### src/rtl/input_pkg.sv
// input_pkg: shared types and defaults for the push-button conditioning logic.
package input_pkg;

    typedef enum logic [1:0] {
        RELEASED,
        ARM_PRESS,
        PRESSED,
        ARM_RELEASE
    } debounce_state_t;

    localparam int DEFAULT_STABLE_CYCLES = 16;

endpackage

### src/rtl/debounce_channel.sv
// debounce_channel: synchronises, polarity-corrects and qualifies one raw button bit.
module debounce_channel
    import input_pkg::*;
#(
    parameter int STABLE_CYCLES = DEFAULT_STABLE_CYCLES,
    parameter bit ACTIVE_LOW    = 1'b1
) (
    input  logic clk,
    input  logic reset,
    input  logic raw_i,
    output logic pressed_o,
    output logic pulse_o
);
    localparam int CW = $clog2(STABLE_CYCLES);
    localparam logic [CW-1:0] LAST = CW'(STABLE_CYCLES - 1);

    debounce_state_t state_q, state_d;
    logic [CW-1:0] cnt_q, cnt_d;
    logic [1:0] sync_q;
    logic pulse_q, pulse_d;
    logic s;

    // s is 1 while the synchronised pin reads "pressed", whatever the board polarity
    assign s = sync_q[1] ^ ACTIVE_LOW;

    always_ff @(posedge clk) begin
        if (reset) begin
            sync_q  <= {2{ACTIVE_LOW}};
            state_q <= RELEASED;
            cnt_q   <= '0;
            pulse_q <= 1'b0;
        end else begin
            sync_q  <= {sync_q[0], raw_i};
            state_q <= state_d;
            cnt_q   <= cnt_d;
            pulse_q <= pulse_d;
        end
    end

    always_comb begin
        state_d = state_q;
        cnt_d   = cnt_q;
        pulse_d = 1'b0;
        unique case (state_q)
            RELEASED: begin
                if (s) begin
                    state_d = ARM_PRESS;
                    cnt_d   = CW'(1);
                end
            end
            ARM_PRESS: begin
                if (!s) begin
                    state_d = RELEASED;
                    cnt_d   = '0;
                end else if (cnt_q == LAST) begin
                    state_d = PRESSED;
                    cnt_d   = '0;
                    pulse_d = 1'b1;
                end else begin
                    cnt_d = cnt_q + 1'b1;
                end
            end
            PRESSED: begin
                if (!s) begin
                    state_d = ARM_RELEASE;
                    cnt_d   = CW'(1);
                end
            end
            ARM_RELEASE: begin
                if (s) begin
                    state_d = PRESSED;
                    cnt_d   = '0;
                end else if (cnt_q == LAST) begin
                    state_d = RELEASED;
                    cnt_d   = '0;
                end else begin
                    cnt_d = cnt_q + 1'b1;
                end
            end
            default: begin
                state_d = RELEASED;
                cnt_d   = '0;
            end
        endcase
    end

    assign pressed_o = (state_q == PRESSED) || (state_q == ARM_RELEASE);
    assign pulse_o   = pulse_q;

endmodule

### src/rtl/button_debouncer.sv
// button_debouncer: NUM_BTN independent debounced button channels with press strobes.
module button_debouncer
    import input_pkg::*;
#(
    parameter int NUM_BTN       = 4,
    parameter int STABLE_CYCLES = DEFAULT_STABLE_CYCLES,
    parameter bit ACTIVE_LOW    = 1'b1
) (
    input  logic               clk,
    input  logic               reset,
    input  logic [NUM_BTN-1:0] btn_raw,
    output logic [NUM_BTN-1:0] btn_pressed,
    output logic [NUM_BTN-1:0] press_pulse
);
    for (genvar i = 0; i < NUM_BTN; i++) begin : g_ch
        debounce_channel #(
            .STABLE_CYCLES(STABLE_CYCLES),
            .ACTIVE_LOW   (ACTIVE_LOW)
        ) u_ch (
            .clk      (clk),
            .reset    (reset),
            .raw_i    (btn_raw[i]),
            .pressed_o(btn_pressed[i]),
            .pulse_o  (press_pulse[i])
        );
    end

endmodule

### config.mk
export PLATFORM = sky130hd
export DESIGN_NAME = button_debouncer
export DESIGN_NICKNAME = d
export VERILOG_FILES = /design/src/rtl/input_pkg.sv /design/src/rtl/debounce_channel.sv /design/src/rtl/button_debouncer.sv
export SDC_FILE = /design/constraint.sdc
export NUM_CORES = 1
export LEC_CHECK = 0
export CORE_UTILIZATION = 50
export DETAILED_ROUTE_END_ITERATION = 8
export GPL_TIMING_DRIVEN = 0
export HOLD_SLACK_MARGIN = 0.08
export PLACE_DENSITY = 0.78
export SLEW_MARGIN = 20
export SYNTH_ARGS = -nofsm -noshare
export SYNTH_HDL_FRONTEND = slang
export SYNTH_SLANG_ARGS = --single-unit
### constraint.sdc
create_clock -name clk -period 1.25 [get_ports clk]
set_input_delay 0.1875 -clock clk [delete_from_list [all_inputs] [get_ports clk]]
set_output_delay 0.1875 -clock clk [all_outputs]
set_load 0.03 [all_outputs]
# Word-level counts from Yosys, hierarchy flattened
# Index checks and enable logic that the tools add are counted.
# Widths: inputs -> output; s select.
[totals]
inputBits = 6
wordCells = 132
output_inout_bits = 8
register_bits = 36
[classes]
add_sub_neg = 4
reduce_logical = 20
n_mux = 56
bitwise = 4
n_eq_ne = 32
[op_table]
columns = ["cell", "n"]
rows = [
  ["$mux 4", 20],
  ["$pmux 4 s4", 4],
  ["$mux 2", 24],
  ["$pmux 2 s4", 4],
  ["$add 4x1->4 const B", 4],
  ["$eq 2x2->1 const B", 8],
  ["$eq 4x4->1 const B", 4],
  ["$reduce_and 4->1", 4],
  ["$ne 3x1->1 const B", 4],
  ["$ne 3x3->1 const B", 4],
  ["$reduce_or 3->1", 4],
  ["$eq 2x1->1 const B", 4],
  ["$logic_not 2->1", 4],
  ["$ne 2x1->1 const B", 4],
  ["$ne 2x2->1 const B", 4],
  ["$reduce_and 2->1", 4],
  ["$logic_or 1x1->1", 4],
  ["$mux 1", 4],
  ["$not 1->1", 4],
]

# Depth between registers and ports, before layout
[logic_depth]
depth_word = 4
depth_mapped = 4
depth_no_buf = 4

# By module
# A second synthesis with hierarchy kept.
[unflattened]
hier_cells = 152
area_unflattened_um2 = 1551.5
[modules_own_cells]
columns = ["module", "cells_per_inst", "n_inst", "area_per_inst_um2", "seq_area_each_um2"]
rows = [
  ["debounce_channel", 38, 4, 387.9, 180.2],
]

# Worst setup path before layout
# OpenSTA, ideal clock, no wires.
[synth_path]
path_type = "register -> register"
startpoint = "register g_ch[2].u_ch.cnt_q[0]"
endpoint = "register g_ch[2].u_ch.cnt_q[3]"
required_ps = 1192
setup_slack_ps = 24
path_buffers = 0
t_arrival_ps = 1168
path_stages_with_launch = 5
setup_time_ps = 58
synth_period_minus_slack_ps = 1226
cell_sequence = "dfxtp_1 > ha_1 > a21o_1 > a2111oi_1 > or3_1"
[synth_via]
elab_chain_len = 4
elab_cells_between_ends = 6
cone_classes = "add/sub (1); eq/ne (1); mux (4)"
[synth_lines]
columns = ["element", "line_no", "text"]
rows = [
  ["start: declaration", "debounce_channel.sv:18", "logic [CW-1:0] cnt_q, cnt_d;"],
  ["start signal: assignment", "debounce_channel.sv:35", "cnt_q <= cnt_d;"],
  ["$add 4x1->4 / $eq 4x4->1 (equally long branches)", "-", ""],
  ["$mux 4 (*)", "debounce_channel.sv:55, debounce_channel.sv:73", ""],
  ["$mux 4, on equally long branches", "debounce_channel.sv:70, debounce_channel.sv:52", ""],
  ["$pmux 4 s4 (*)", "debounce_channel.sv:44", "unique case (state_q)"],
]
# Mark *: on every way between the ends. The rest lies on a longest branch, timed or not.
# A chain may end at the register's enable or synchronous reset.

==> summary.md <==
| Metric | Value |
|---|---|
| Outcome | finished with violations |
| Violated checks | DRC |
| Starting density of the core | 55.00% |
| Cell Area, Synth | 0.001569 mm² |
| Reg2Reg Depth | 4 |
| I/O Buffers | 13 |
| Most common cell after layout, fill and taps aside | dfxtp_1 |
| Adder-Cell Fraction of Synth Area | 3.190% |
| Switching pwr | 467.6 µW |
| Post-Synth Simple-Gate Area | 25.76% |
| DR DRC count | 1 |
| Clock transition at path regs | 0.11 ns |
| CTS Buf Count | 5 |
| Worst path max stage delay | 0.37 ns |
| Flop pwr share | 60.6% |
| Routed WL | 3222 µm |
| Pre-CTS setup slack | -0.6127 ns |
| Drt initial violations | 28 |
| Synth Flop Type | dfxtp_1 |
| Final Critical Period | 1.242 ns |
| CP Class | register to register |
| CTS tree | done |
| ANT cells | 0 |
| Count of pins over their slew limit | 0 |
| Vias in the first global route | 1241 |
| Syn_area_per_cell | 9.626 µm² |
| Max-Cap Viols | 0 |
| Layout cells sized above 1 | 40.43% |
| Fmax | 805.3 MHz |
| Register area share after synthesis | 45.93% |
| Area delta synth->final | 28.15% |
| Leakage Power | 0.0007318 µW |
| Post-synth top area share | 45.93% |
| First-pass GRT wire length | 5278 µm |
| Most frequent cells in the layout | 18 x dfxtp_1, 16 x nand3_1, 13 x buf_4 |
| Worst Hold Endpoint | g_ch[2].u_ch.sync_q[0]$_SDFF_PP1_ |
| Clock power frac | 33.9% |
| Fin cells | 219 |
| Finished Core Util | 70.48% |
| GRT met3 Usage | 5.134% |
| CTS Root Cell | clkbuf_4 |
| Skew final | 0.01515 ns |
| Cell Int Power | 1486 µW |
| Reg2reg end | g_ch[2].u_ch.cnt_q[3]$_SDFFE_PP0P_ |
| Most area-hungry cell type in the Yosys netlist | dfxtp_1 |
| Crit path launch type | register |
| Ys Warns | 0 |
| Critical path arrival | 1.47 ns |
| Core Box Area | 0.002853 mm² |
| First drt pass iteration count | 6 |
| Mux share of post-synthesis cell area | 1.914% |
| Asr flop ratio synth | 0% |
| EDFF count, synth | 0 |
| Worst skew pair latency | 0.33 ns |
| WHS Path Cells | 2 |
| Crit-path slowest cell | dfxtp_4 |
| Post-DP HPWL | 2054 µm |
| Number of vias in the routed layout | 1275 |
| CP endpoint kind | register |
| Final Net Count | 197 |
| Die W | 58.02 µm |
| Peak-usage layer in the global routing report | met2 |
| Synth Area in XOR/XNOR | 6.061% |
| CTS sink cnt | 36 |
| Drt via density | 5.822 |
| Final hold vios | 0 |
| Io pins | 14 |
| CTS H-tree depth | 2 |
| Hold Crit Class | primary input to register |
| Gr ovfl total | 0 |
| Syn_nets | 173 |
| Initial antenna violation count | 0 |
| Crit share post-route | 99.34% |
| Largest net degree at the start of global routing | 12 |
| Critical-path cell list | buf_12 > xnor2_4 > nor3_1 > or3_1 |
| Maximum VDD drop | 0.0007694 V |
| CP max FO | 4 |
| Die Y | 58.02 µm |
| Final WS setup | 0.008290 ns |
| Comb power frac | 5.5% |
| Compound-Gate Fraction of Synth Area | 9.649% |
| Slew Limit Headroom | 68.80% |
| CP required | 1.48 ns |
| GPL Wtd Cong | 0.7873 |
| Wire length per cell | 14.71 µm |
| Clk buf depth | 2 |
| GR Layer Usage met1 | 24.54% |
| Post-synthesis register bit count | 36 |
| Site Rows | 19 |
| PD cells | 971.7 mW/mm² |
| Hold Startpoint | btn_raw[2] |
| Placed cell count | 207 |
| RSZ-0062 raised after global routing | true |
| Full die area | 0.003366 mm² |
| Synth Instances | 163 |
| # setup viols final | 0 |
| Met2 usage | 35.30% |
| Sw Ratio | 23.93% |
| GRT Total Usage | 20.71% |
| Antenna-violating nets left | 0 |
| Synth top area cells | dfxtp_1 46%, nand3_1 5.1%, buf_4 3.8%, ha_1 3.2%, or2_2 3.2% |
| Main combinational cell family by area after synthesis | simple AND/OR/NAND/NOR gates |
| Cell variety after synth | 37 |
| Flop2flop setup slack | 0.008 ns |
| Worst-Margin Slew | 0.4646 ns |
| Tot Pwr | 1954 µW |
==> critical path, delay by kind of cell, from the launching register on <==
family                    cells  cell delay (ns)
and+or+nand+nor               2             0.44
xor gates and xnor gates      1             0.18
buffers and inverters         1             0.13
DFF                           1             0.37
==> metal layers <==
layer / part of all wire, % / up-vias / routed length (µm)
met5: 0 / - / 0
met4: 1.1 / 0 / 37
met3: 3.9 / 5 / 127
met2: 52 / 35 / 1679
met1: 43 / 601 / 1378
li1: - / 634 / -
==> cells by family after synthesis <==
group	after synthesis
AOI/OAI and AO/OA	22
xor gates and xnor gates	10
muxes	3
DFF	36
adders and majority gates	4
and+or+nand+nor	66
buffers and inverters	22
==> what timing repair did <==
| item | 4_1_cts | 5_1_grt |
|---|---|---|
| resized for setup | 68 | 30 |
| setup buffers | 5 | 3 |
| gates cloned | 0 | 0 |
| setup endpoints to repair | 32 | 23 |
| hold buffers | 0 | 0 |
| pin swaps | 2 | 6 |
==> metrics by stage <==
step,TNS [ns],hold slack [ns],cell area [µm²]
floorplan,0,0.2913,1569
global placement,-13.79,0.3926,1738
detailed placement,-14.98,0.3949,1738
CTS,-0.01422,0.4019,1922
global route,-0.1777,0.3873,2011
finish,0,0.4070,2011
==> worst max path at each step <==
stage / startpoint / to / slack [ns] / cells past startpoint
global route: g_ch[0].u_ch.cnt_q[0]$_SDFFE_PP0P_ / g_ch[0].u_ch.cnt_q[2]$_SDFFE_PP0P_ / -0.07 / 4
global placement: reset / g_ch[2].u_ch.state_q[0]$_SDFFE_PP0P_ / -0.56 / 4
detailed placement: reset / g_ch[2].u_ch.state_q[0]$_SDFFE_PP0P_ / -0.61 / 4
finish: register / g_ch[2].u_ch.cnt_q[3]$_SDFFE_PP0P_ / 0.008 / 4
CTS: register / btn_pressed[2] / -0.01 / 3
floorplan: g_ch[2].u_ch.cnt_q[0]$_SDFFE_PP0P_ / g_ch[2].u_ch.cnt_q[3]$_SDFFE_PP0P_ / 0.02 / 4
==> area by class of cell <==
type | count | area, µm²
buffer | 12 | 78.83
clock buffer | 7 | 55.05
clock inverter | 1 | 7.507
fill | 216 | 842.1
inverter | 6 | 22.52
multi-input combinational | 105 | 844.6
sequential | 36 | 763.2
tap | 31 | 38.79
timing repair buffer | 21 | 200.2
==> synth_stat cells, drive strengths merged, types with 3 or more instances <==
cell type and count:
xnor2 4, xor2 6, nor4b 4, ha 4, inv 6, nand4b 3, nor3 5, dfxtp 36
a211oi 5, or3 3, or4 3, a21oi 8, clkbuf 6, mux2i 3, buf 9, and4 4
or2 8, nor2 8, nand3 16
==> power by group through the flow <==
| stage | combinational, µW | clock [µW] | sequential, µW |
|---|---|---|---|
| finish | 108 | 662 | 1180 |
| global route | 120 | 722 | 1190 |
| CTS | 99.6 | 668 | 1190 |
| detailed placement | 91.0 | 0 | 1220 |
| global placement | 86.5 | 0 | 1220 |
| floorplan | 57.7 | 0 | 1210 |
Note: power is estimated with default switching activity, not from simulation.
